$ cat config.mk
export PLATFORM = sky130hd
export DESIGN_NAME = branch_hazard_ctrl
export DESIGN_NICKNAME = d
export VERILOG_FILES = /design/src/rtl/branch_hazard_ctrl.sv
export SDC_FILE = /design/constraint.sdc
export NUM_CORES = 1
export LEC_CHECK = 0
export ABC_CLOCK_PERIOD_IN_PS = 9800
export BUFFER_PORTS_ARGS = -buffer_cell sky130_fd_sc_hd__buf_2
export CAP_MARGIN = 10
export CORE_MARGIN = 2
export CORE_UTILIZATION = 47
export DETAILED_ROUTE_END_ITERATION = 12
export HOLD_SLACK_MARGIN = 0.1
export PLACE_DENSITY = 0.76
export SLEW_MARGIN = 20
export SYNTH_ARGS = -nofsm -noshare
export SYNTH_HDL_FRONTEND = slang
export SYNTH_SLANG_ARGS = --single-unit
$ cat constraint.sdc
create_clock -name clk -period 9.8 [get_ports clk]
set_input_delay 1.47 -clock clk [delete_from_list [all_inputs] [get_ports clk]]
set_output_delay 1.47 -clock clk [all_outputs]
set_load 0.01 [all_outputs]
$ cat src/rtl/branch_hazard_ctrl.sv
// ---------------------------------------------------------------------------
// branch_hazard_ctrl
//   ID-stage branch sequencer. Holds the front end (PC, IF/ID) and bubbles
//   ID/EX until the operands of a branch-class instruction in ID can be
//   obtained. Selects MEM-stage forwarding for branch operands. Redirects
//   the PC and flushes IF/ID on a taken branch. Keeps saturating
//   branch/taken/stall performance counters.
//
// Handshake / timing contract:
//   All stall/flush/select/forward outputs are combinational functions of
//   the registered FSM state and the current-cycle inputs. ext_stall freezes
//   the FSM and the counters, but the outputs keep their normal values; the
//   surrounding pipeline gates its own register enables with ext_stall.
//
// Ports:
//   clk, rst               clock (rising edge), async active-low reset
//   id_valid/op/func/rs/rt instruction currently in ID
//   branch                 taken decision from the branch decision unit
//   ex_wreg/waddr/load     EX-stage producer
//   mem_wreg/waddr/load    MEM-stage producer
//   ext_stall              global freeze
//   pc_stall, ifid_stall   hold PC / IF-ID
//   idex_bubble            load NOP into ID/EX
//   ifid_flush             clear IF/ID at next edge
//   pc_sel                 1 = branch target, 0 = PC+4
//   fwd_rs, fwd_rt         take operand from MEM-stage ALU result
//   br_count, taken_count, stall_count   saturating performance counters
//   state_dbg, rem_dbg     FSM state and remaining-stall bit, for checkers
// ---------------------------------------------------------------------------
module branch_hazard_ctrl #(
  parameter bit DELAY_SLOT = 1'b0,
  parameter int CNT_W      = 32
) (
  input  logic             clk,
  input  logic             rst,
  input  logic             id_valid,
  input  logic [5:0]       id_op,
  input  logic [5:0]       id_func,
  input  logic [4:0]       id_rs,
  input  logic [4:0]       id_rt,
  input  logic             branch,
  input  logic             ex_wreg,
  input  logic [4:0]       ex_waddr,
  input  logic             ex_load,
  input  logic             mem_wreg,
  input  logic [4:0]       mem_waddr,
  input  logic             mem_load,
  input  logic             ext_stall,
  output logic             pc_stall,
  output logic             ifid_stall,
  output logic             idex_bubble,
  output logic             ifid_flush,
  output logic             pc_sel,
  output logic             fwd_rs,
  output logic             fwd_rt,
  output logic [CNT_W-1:0] br_count,
  output logic [CNT_W-1:0] taken_count,
  output logic [CNT_W-1:0] stall_count,
  output logic [0:0]       state_dbg,
  output logic             rem_dbg
);

  localparam logic [0:0] S_RUN  = 1'b0;
  localparam logic [0:0] S_HOLD = 1'b1;

  localparam logic [5:0] OP_SPECIAL = 6'b000000;
  localparam logic [5:0] OP_REGIMM  = 6'b000001;
  localparam logic [5:0] OP_J       = 6'b000010;
  localparam logic [5:0] OP_JAL     = 6'b000011;
  localparam logic [5:0] OP_BEQ     = 6'b000100;
  localparam logic [5:0] OP_BNE     = 6'b000101;
  localparam logic [5:0] FN_JR      = 6'b001000;
  localparam logic [5:0] FN_JALR    = 6'b001001;
  localparam logic [5:0] FN_TEQ     = 6'b110100;

  localparam logic [CNT_W-1:0] CNT_ONE = CNT_W'(1);
  localparam logic [CNT_W-1:0] CNT_MAX = '1;

  logic [0:0] state, state_nx;
  logic       rem, rem_nx;

  // Instruction class decode
  logic is_two_reg, is_one_reg, is_no_reg, is_br;
  logic use_rs, use_rt;

  assign is_two_reg = (id_op == OP_BEQ) || (id_op == OP_BNE) ||
                      (id_op == OP_SPECIAL && id_func == FN_TEQ);
  assign is_one_reg = (id_op == OP_REGIMM) ||
                      (id_op == OP_SPECIAL && (id_func == FN_JR || id_func == FN_JALR));
  assign is_no_reg  = (id_op == OP_J) || (id_op == OP_JAL);
  assign is_br      = id_valid && (is_two_reg || is_one_reg || is_no_reg);
  assign use_rs     = id_valid && (is_two_reg || is_one_reg);
  assign use_rt     = id_valid && is_two_reg;

  // Producer matches per operand; r0 never creates a dependency
  logic ex_rs_hit, ex_rt_hit, mem_rs_hit, mem_rt_hit;
  assign ex_rs_hit  = use_rs && (id_rs != 5'd0) && ex_wreg  && (ex_waddr  == id_rs);
  assign ex_rt_hit  = use_rt && (id_rt != 5'd0) && ex_wreg  && (ex_waddr  == id_rt);
  assign mem_rs_hit = use_rs && (id_rs != 5'd0) && mem_wreg && (mem_waddr == id_rs);
  assign mem_rt_hit = use_rt && (id_rt != 5'd0) && mem_wreg && (mem_waddr == id_rt);

  // Stall cycles needed per operand. An EX hit always needs at least as many
  // cycles as any MEM hit, so the EX case alone decides when it matches.
  logic [1:0] need_rs, need_rt, need;
  assign need_rs = ex_rs_hit ? (ex_load ? 2'd2 : 2'd1) :
                   (mem_rs_hit && mem_load) ? 2'd1 : 2'd0;
  assign need_rt = ex_rt_hit ? (ex_load ? 2'd2 : 2'd1) :
                   (mem_rt_hit && mem_load) ? 2'd1 : 2'd0;
  assign need    = (need_rs > need_rt) ? need_rs : need_rt;

  // Control outputs; all forced low while reset is asserted
  logic stall, resolve;
  assign stall   = rst && ((state == S_HOLD) || (is_br && need != 2'd0));
  assign resolve = rst && (state == S_RUN) && is_br && (need == 2'd0);

  assign pc_stall    = stall;
  assign ifid_stall  = stall;
  assign idex_bubble = stall;
  assign pc_sel      = resolve && branch;
  assign ifid_flush  = resolve && branch && !DELAY_SLOT;
  // The younger EX producer shadows MEM, so forwarding from MEM is only
  // valid when EX does not also write the register.
  assign fwd_rs      = rst && mem_rs_hit && !mem_load && !ex_rs_hit;
  assign fwd_rt      = rst && mem_rt_hit && !mem_load && !ex_rt_hit;

  always_comb begin
    state_nx = state;
    rem_nx   = rem;
    if (state == S_HOLD) begin
      state_nx = S_RUN;
      rem_nx   = 1'b0;
    end else if (is_br && need == 2'd2) begin
      state_nx = S_HOLD;
      rem_nx   = 1'b1;
    end
  end

  always_ff @(posedge clk or negedge rst) begin
    if (!rst) begin
      state       <= S_RUN;
      rem         <= 1'b0;
      br_count    <= '0;
      taken_count <= '0;
      stall_count <= '0;
    end else if (!ext_stall) begin
      state <= state_nx;
      rem   <= rem_nx;
      if (resolve && br_count != CNT_MAX)
        br_count <= br_count + CNT_ONE;
      if (resolve && branch && taken_count != CNT_MAX)
        taken_count <= taken_count + CNT_ONE;
      if (stall && stall_count != CNT_MAX)
        stall_count <= stall_count + CNT_ONE;
    end
  end

  assign state_dbg = state;
  assign rem_dbg   = rem;

endmodule

==> flow_summary.json, run 1 <==
{
  "ys_ff_latch": 98,
  "post_route_cells_drive_above_1_share": 0.295,
  "fin_crit_sh": 0.635,
  "synth.avg_cell_area_um2": 10.3,
  "cp-start-kind": "input port",
  "cts.htree.levels": 3,
  "power.density_nw_per_um2": 112,
  "hold_buffers": 0,
  "grt_pass1_vias": 4178,
  "rows": 38,
  "cts_buffer_depth": 2,
  "grt_max_degree": 53,
  "whs_ps": 486,
  "insertion_delay_ps": 370,
  "diodes": 0,
  "synth_top_area_frac": 0.467,
  "fin_area_um2": 6220,
  "numCtsBuffers": 9,
  "period_minus_slack_ps": 6220,
  "cp_max_fo": 9,
  "layout_common_cells": "buf_2, dfrtp_1, xnor2_1",
  "clkSlewWorstSetupHoldPaths_ps": 80,
  "grt_overflow": 0,
  "portBuffers": 145,
  "ys_warn_count": 0,
  "coreArea_um2": 10900,
  "final_common_cell": "buf_2",
  "worst_setup_path_end_kind": "output pin",
  "critPathKind": "in2out",
  "hpwl_um": 8990,
  "route.detailed.wl_per_inst_um": 15.0,
  "vias": 4228,
  "rsz0062_at_grt": "false",
  "r2r_slack_ps": 6800,
  "firstDrtPassIters": 4,
  "vias_per_cell": 5.32,
  "grt_pass1_wl_um": 19900,
  "setup_viol": 0,
  "cap_violations": 0,
  "r2r-end": "br_count[1]",
  "p_leak_nw": 3.16,
  "yosysTopAreaCell": "dfrtp_1",
  "crit_path_end": "ifid_flush",
  "clock-root-buffer": "clkbuf_8",
  "fmax_mhz": 161,
  "peakVddDrop_mv": 0.0758,
  "worst_r2r_startpoint": "br_count[7]",
  "status": "finished, final reports clean",
  "antenna_left": 0,
  "area_growth_pct": 18.7,
  "power.total_mw": 0.697,
  "cts_sinks": 98,
  "placed_area_um2": 6050,
  "pin_count": 146,
  "fill_cells": 944,
  "antenna_found_initial": 0,
  "die-height_um": 110,
  "syn_nets": 554,
  "cp.arrival_ps": 4750,
  "syn_inst": 507,
  "tightest_slew_ps": 848,
  "drcViolationCount": 0,
  "initial_core_util": 0.482,
  "cts-resized-gates": 0,
  "gp_congestion": 0.889,
  "cp-startpoint": "id_func[3]",
  "synth_area_leaders": "dfrtp_1, xnor2_1, xor2_1, nand4_1, nand2_1",
  "ys_types": 56,
  "final_max_slew_viol_count": 0,
  "cts_tree": "yes",
  "fin_worst_skew_ps": 8.93,
  "relSlewSlack": 0.434,
  "die_w_um": 110,
  "cp.required_ps": 8330,
  "final_nets": 697,
  "groute.usage.overall": 0.210,
  "final-hold-violation-count": 0,
  "fin_setup_tns_ps": 0,
  "wl_um": 11900,
  "syn-cell-area_um2": 5250,
  "hold_class": "reg2reg",
  "r2r.worst_path.cells": 7,
  "cts_setup_buffers": 0,
  "die_area_um2": 12000,
  "seq_area_frac_synth": 0.467,
  "drtIter0Drc": 224
}
[where the power goes]
group / switching (mW) / total [mW] / leakage (nW) / internal (mW)
Sequential: 0.00624 / 0.414 / 1.34 / 0.408
Combinational: 0.0260 / 0.0438 / 1.73 / 0.0178
Clock: 0.139 / 0.239 / 0.0868 / 0.0997
[layer usage]
| layer | GRT usage | part of all wire |
|---|---|---|
| met3 | 0.0433 | 0.060 |
| met5 | 0 | 0 |
| met4 | 0.0841 | 0.016 |
| met1 | 0.272 | 0.44 |
| met2 | 0.345 | 0.49 |
[cells by family after synthesis]
group / after synthesis / share of synthesized area
xor+xnor: 113 / 0.189
simple gates: 230 / 0.249
mux: 5 / 0.0110
buf+inv: 34 / 0.0341
flops: 98 / 0.467
compound gates: 21 / 0.0358
fa+ha+maj: 6 / 0.0143
[worst min-delay path by stage]
stage / from / endpoint / slack [ps] / cells after the start
after floorplan: stall_count[17] / stall_count[17] / 510 / 1
after global placement: stall_count[15] / stall_count[15] / 470 / 1
after detailed placement: stall_count[15] / stall_count[15] / 480 / 1
after CTS: stall_count[15] / stall_count[15] / 490 / 1
after global routing: stall_count[15] / stall_count[15] / 500 / 1
final: stall_count[8] / stall_count[8] / 490 / 1
[cells in the mapped netlist (all sizes together)]
master and number:
clkbuf 5, o211a 1, a2111oi 1, a31o 1, nor3 21, ha 6, or2 1, nand3 34
inv 20, o21ai 4, a22oi 1, and4 7, or4b 1, a211o 3, mux2i 2, nor4b 2
xnor2 65, or4 1, nor2 39, and2 6, nor3b 1, o41ai 1, mux2 3, nor4 8
a221oi 1, nand3b 1, or3 1, dfrtp 98, nand2 46, xor2 48, a21oi 4, o211ai 1
and3 23, buf 9, nand4 37, nand4b 1, a21o 1, a31oi 2
[stage by stage]
| step | util | setup slack [ps] | std cells |
|---|---|---|---|
| finish | 0.572 | 3580 | 795 |
| global route | 0.572 | 3340 | 795 |
| CTS | 0.572 | 3600 | 795 |
| detailed placement | 0.556 | 3610 | 779 |
| global placement | 0.556 | 3770 | 779 |
| floorplan | - | 4020 | 507 |
[state kept, by name (all words and copies together) (netlist names)]
signal / flops
br_count: 32
rem_dbg: 1
stall_count: 32
state_dbg: 1
taken_count: 32
[cell type report]
type	count	area [µm²]	share of cell area
multi-input combinational	375	2620	0.420
sequential	98	2450	0.394
timing repair buffer	146	736	0.118
tap	140	175	0.0281
clock buffer	12	145	0.0233
inverter	20	75.1	0.0121
clock inverter	4	26.3	0.00422
[critical path, stage by stage]
cell      delay, ps
buf_2           100
nand4b_1        150
o41ai_1         450
o211ai_1        290
inv_1           160
nand3_1         130
ha_1            310
nor2_1           50
nor2_1           90
a21oi_1          80
and2_2          240
a221oi_4        610
nor3b_1         420
buf_2           210
Power figures use the tool's default switching activity.
==> run 2: changes to the inputs <==
--- a/config.mk
+++ b/config.mk
@@ -5,7 +5,7 @@
 export SDC_FILE = /design/constraint.sdc
 export NUM_CORES = 1
 export LEC_CHECK = 0
-export ABC_CLOCK_PERIOD_IN_PS = 9800
+export ABC_CLOCK_PERIOD_IN_PS = 6400
 export BUFFER_PORTS_ARGS = -buffer_cell sky130_fd_sc_hd__buf_2
 export CAP_MARGIN = 10
 export CORE_MARGIN = 2
==> constraint.sdc (replaced) <==
create_clock -name clk -period 6.4 [get_ports clk]
set_input_delay 0.96 -clock clk [delete_from_list [all_inputs] [get_ports clk]]
set_output_delay 0.96 -clock clk [all_outputs]
set_load 0.01 [all_outputs]
==> run 2 against run 1 <==
  * Worst hold slack improved by 5.5 ps
  * Clock skew increased by 5.2 ps
  * Critical endpoint is now pc_sel
  * Final cell count unchanged
  * Routed wire length decreased by 0.80%
  * Sequential share of layout area decreased by 0.26 points
  * Core utilization increased by 0.38 points
  * Worst setup slack got worse by 2300 ps
  * Die area unchanged
  * Clock-buffer cell count unchanged
  * Combinational power increased by 53%
==> flow_summary.json, run 2 (synthesis results as in run 1) <==
{
  "status": "finished, final reports clean",
  "coreArea_um2": 10900,
  "cp_max_fo": 9,
  "layout_common_cells": "buf_2, dfrtp_1, xnor2_1",
  "groute.usage.overall": 0.203,
  "peakVddDrop_mv": 0.138,
  "pin_count": 146,
  "setup_viol": 0,
  "firstDrtPassIters": 4,
  "numCtsBuffers": 9,
  "cts.htree.levels": 3,
  "die_w_um": 110,
  "cts_tree": "yes",
  "vias_per_cell": 5.37,
  "insertion_delay_ps": 380,
  "dp.cells": 779,
  "antenna_left": 0,
  "cp.required_ps": 5440,
  "critPathKind": "in2out",
  "cts_sinks": 98,
  "gp_congestion": 0.920,
  "grt_pass1_vias": 4082,
  "cts-resized-gates": 0,
  "initial_core_util": 0.482,
  "reg_top3": "br_count x32, stall_count x32, taken_count x32",
  "pwr-share-seq": 0.559,
  "portBuffers": 145,
  "clkSlewWorstSetupHoldPaths_ps": 90,
  "tightest_slew_ps": 832,
  "p_switching_mw": 0.277,
  "rsz0062_at_grt": "false",
  "fmax_mhz": 197,
  "die-height_um": 110,
  "relSlewSlack": 0.446,
  "grt_max_degree": 53,
  "p_int_mw": 0.858,
  "hpwl_um": 8820,
  "cp-start-kind": "input port",
  "final-hold-violation-count": 0,
  "vias": 4272,
  "grt_overflow": 0,
  "power.total_mw": 1.14,
  "final_common_cell": "buf_2",
  "final_max_slew_viol_count": 0,
  "cap_violations": 0,
  "post_route_cells_drive_above_1_share": 0.296,
  "clock-root-buffer": "clkbuf_8",
  "p_leak_nw": 3.17,
  "r2r_slack_ps": 3400,
  "swShare": 0.244,
  "die_area_um2": 12000,
  "fin_crit_sh": 0.795,
  "fin_area_um2": 6270,
  "hold_class": "reg2reg",
  "fin_setup_tns_ps": 0,
  "fin_worst_skew_ps": 14.2,
  "rows": 38,
  "placed_area_um2": 6050,
  "clockPowerShare": 0.382,
  "wl_um": 11900,
  "hold_buffers": 0,
  "route.detailed.wl_per_inst_um": 14.9,
  "diodes": 0,
  "cts_setup_buffers": 0,
  "cts_buffer_depth": 2,
  "cp.arrival_ps": 4130,
  "whs_ps": 492,
  "comb_power_share": 0.059,
  "antenna_found_initial": 0,
  "finalNonFillerCells": 795,
  "worst_setup_path_end_kind": "output pin",
  "final_nets": 697,
  "area_growth_pct": 19.4,
  "grt_pass1_wl_um": 19200,
  "drtIter0Drc": 244,
  "drcViolationCount": 0,
  "period_minus_slack_ps": 5090,
  "power.density_nw_per_um2": 181
}
run 2: layer usage:
layer	up-vias	GRT usage	wire, µm
met1	2081	0.269	5330
met3	24	0.0421	729
met2	126	0.321	5530
met4	0	0.0895	261
li1	2041	-	-
met5	-	0	0
run 2: cell type report:
cell class	count	area (µm²)
clock buffer	12	155
clock inverter	4	57.6
fill	971	4620
inverter	20	75.1
multi-input combinational	375	2620
sequential	98	2450
tap	140	175
timing repair buffer	146	736
run 2: path summary, 6_finish.rpt:
path                           startpoint         endpoint  cells past startpoint
setup / recovery                 id_op[3]           pc_sel                     14
hold / removal             stall_count[9]   stall_count[9]                      1
setup reg to reg              br_count[7]      br_count[1]                      7
hold reg to reg            stall_count[9]   stall_count[9]                      1
max in group asynchronous             rst  taken_count[31]                      2
min in group asynchronous             rst  stall_count[20]                      1
run 2: per-stage QoR:
stage / setup WS (ps) / utilization
2_1_floorplan: 1640 / -
3_3_place_gp: 1390 / 0.556
3_5_place_dp: 1270 / 0.556
4_1_cts: 1270 / 0.576
5_1_grt: 975 / 0.576
6_report: 1310 / 0.576
run 2: critical path, cell delays in order:
cell and delay [ps]:
buf_2 90, or4b_1 550, nor2_1 150, o211ai_1 190
inv_1 130, nand3_1 110, ha_1 310, nor2_1 50
nor2_1 90, a21oi_1 70, and2_2 230, a221oi_4 590
nor3b_1 390, buf_2 200
run 2: power by group through the flow:
stage | registers [mW] | logic [mW] | clock network [mW]
detailed placement | 0.646 | 0.0683 | 0
global route | 0.635 | 0.0768 | 0.467
floorplan | 0.647 | 0.0241 | 0
global placement | 0.646 | 0.0664 | 0
CTS | 0.634 | 0.0686 | 0.443
finish | 0.634 | 0.0670 | 0.434
==> run 3: changes to the inputs <==
--- a/config.mk
+++ b/config.mk
@@ -5,7 +5,7 @@
 export SDC_FILE = /design/constraint.sdc
 export NUM_CORES = 1
 export LEC_CHECK = 0
-export ABC_CLOCK_PERIOD_IN_PS = 6400
+export ABC_CLOCK_PERIOD_IN_PS = 5200
 export BUFFER_PORTS_ARGS = -buffer_cell sky130_fd_sc_hd__buf_2
 export CAP_MARGIN = 10
 export CORE_MARGIN = 2
==> constraint.sdc (replaced) <==
create_clock -name clk -period 5.2 [get_ports clk]
set_input_delay 0.78 -clock clk [delete_from_list [all_inputs] [get_ports clk]]
set_output_delay 0.78 -clock clk [all_outputs]
set_load 0.01 [all_outputs]
==> run 3 against run 2 <==
  * Combinational power is 23% higher
  * Highest routed layer unchanged
  * Power rose by 20%
  * Via count shrank 0.82%
  * Clock-buffer cell count fell by 1
  * Register-to-register slack got worse by 1200 ps
  * Largest power group unchanged
  * Sequential power rose by 23%
  * Core utilization is essentially flat
  * Worst hold slack got worse by 54 ps
  * Clock skew down 4.6 ps
  * Routed wire length up 2.7%
  * Critical endpoint is now idex_bubble
  * Non-clock buffer count is 2 higher
  * Design area about the same
==> flow_summary.json, run 3 (synthesis results as in run 1) <==
{
  "status": "finished, final reports clean",
  "grt_overflow": 0,
  "hold_class": "in2async",
  "grt_max_degree": 53,
  "drtIter0Drc": 273,
  "p_leak_nw": 3.17,
  "clkSlewWorstSetupHoldPaths_ps": 90,
  "cp-startpoint": "id_func[3]",
  "fin_setup_tns_ps": 0,
  "hpwl_um": 9040,
  "final_common_cell": "buf_2",
  "coreArea_um2": 10900,
  "power.density_nw_per_um2": 218,
  "cp_max_fo": 3,
  "cts-resized-gates": 0,
  "final-hold-violation-count": 0,
  "peakVddDrop_mv": 0.138,
  "cp.arrival_ps": 3780,
  "period_minus_slack_ps": 4560,
  "worst_r2r_startpoint": "br_count[7]",
  "setup_viol": 0,
  "fin_crit_sh": 0.877,
  "die_area_um2": 12000,
  "area_growth_pct": 19.4,
  "numCtsBuffers": 9,
  "post_route_cells_drive_above_1_share": 0.297,
  "cts.htree.levels": 3,
  "cts_buffer_depth": 2,
  "critPathKind": "in2out",
  "rows": 38,
  "antenna_found_initial": 0,
  "cts_setup_buffers": 0,
  "drcViolationCount": 0,
  "cts_tree": "yes",
  "relSlewSlack": 0.465,
  "antenna_left": 0,
  "route.detailed.wl_per_inst_um": 15.3,
  "clock-root-buffer": "clkbuf_8",
  "groute.usage.overall": 0.210,
  "layout_common_cells": "buf_2, dfrtp_1, xnor2_1",
  "vias": 4237,
  "cts_sinks": 98,
  "power.total_mw": 1.36,
  "vias_per_cell": 5.32,
  "gp_congestion": 0.895,
  "final_nets": 699,
  "cap_violations": 0,
  "pin_count": 146,
  "reg_top3": "br_count x32, stall_count x32, taken_count x32",
  "cp.required_ps": 4420,
  "initial_core_util": 0.482,
  "final_max_slew_viol_count": 0,
  "fmax_mhz": 219,
  "fin_worst_skew_ps": 9.55,
  "tightest_slew_ps": 802,
  "die-height_um": 110,
  "portBuffers": 145,
  "grt_pass1_wl_um": 19600,
  "firstDrtPassIters": 4,
  "grt_pass1_vias": 4200,
  "worst_setup_path_end_kind": "output pin",
  "rsz0062_at_grt": "false",
  "die_w_um": 110,
  "cp-start-kind": "input port",
  "insertion_delay_ps": 380,
  "hold_buffers": 0,
  "wl_um": 12200
}
run 3: cell types whose count changed in the layout (fill, tap and decap cells not counted), sizes merged:
| cell | change |
|---|---|
| buf | +2 |
| clkbuf | -1 |
| clkinv | +1 |
| diode | +1 |
| inv | -1 |
run 3: power breakdown:
| group | internal (mW) | switching, mW | total (mW) |
|---|---|---|---|
| Combinational | 0.0335 | 0.0491 | 0.0826 |
| Clock | 0.234 | 0.266 | 0.500 |
| Sequential | 0.768 | 0.0128 | 0.781 |
| Total | 1.04 | 0.328 | 1.36 |
run 3: final cells by class:
type / count / area [µm²]
Clock buffer: 11 / 141
Fill cell: 955 / 4620
Clock inverter: 4 / 51.3
Timing Repair Buffer: 148 / 751
Sequential cell: 98 / 2450
Antenna cell: 1 / 2.50
Tap cell: 140 / 175
Multi-Input combinational cell: 375 / 2620
Inverter: 20 / 75.1
run 3: final timing paths:
check	depth (start not counted)	slack, ps	endpoint
setup / recovery	16	640	idex_bubble
hold / removal	1	440	stall_count[20]
setup reg to reg	9	2240	br_count[24]
hold reg to reg	1	490	stall_count[15]
max in group asynchronous	2	3680	br_count[7]
min in group clk	1	490	stall_count[15]
run 3: per-layer routing:
metal / share of wire / global-route usage / up-vias
met5: 0 / 0 / -
met4: 0.016 / 0.0759 / 0
met1: 0.44 / 0.265 / 2073
met3: 0.054 / 0.0569 / 16
met2: 0.49 / 0.345 / 109
li1: - / - / 2039
run 3: per-stage QoR:
| step | instances | setup slack (ps) | utilization | area, µm² | hold WS, ps |
|---|---|---|---|---|---|
| floorplan | 507 | 796 | - | 5250 | 484 |
| global placement | 781 | 815 | 0.557 | 6070 | 472 |
| detailed placement | 781 | 654 | 0.557 | 6070 | 474 |
| CTS | 796 | 646 | 0.575 | 6260 | 440 |
| global route | 796 | 368 | 0.575 | 6260 | 445 |
| finish | 797 | 640 | 0.575 | 6260 | 438 |
run 3: critical path: stages:
cell and delay (ps):
buf_2 100, nand4b_1 160, o41ai_1 450, o211ai_1 260
inv_1 120, nand3_1 130, ha_1 320, nor2_1 110
nor2_1 50, a21oi_1 210, and2_2 230, a22oi_1 150
a21oi_1 180, nor2_1 60, nor2_1 250, buf_2 210
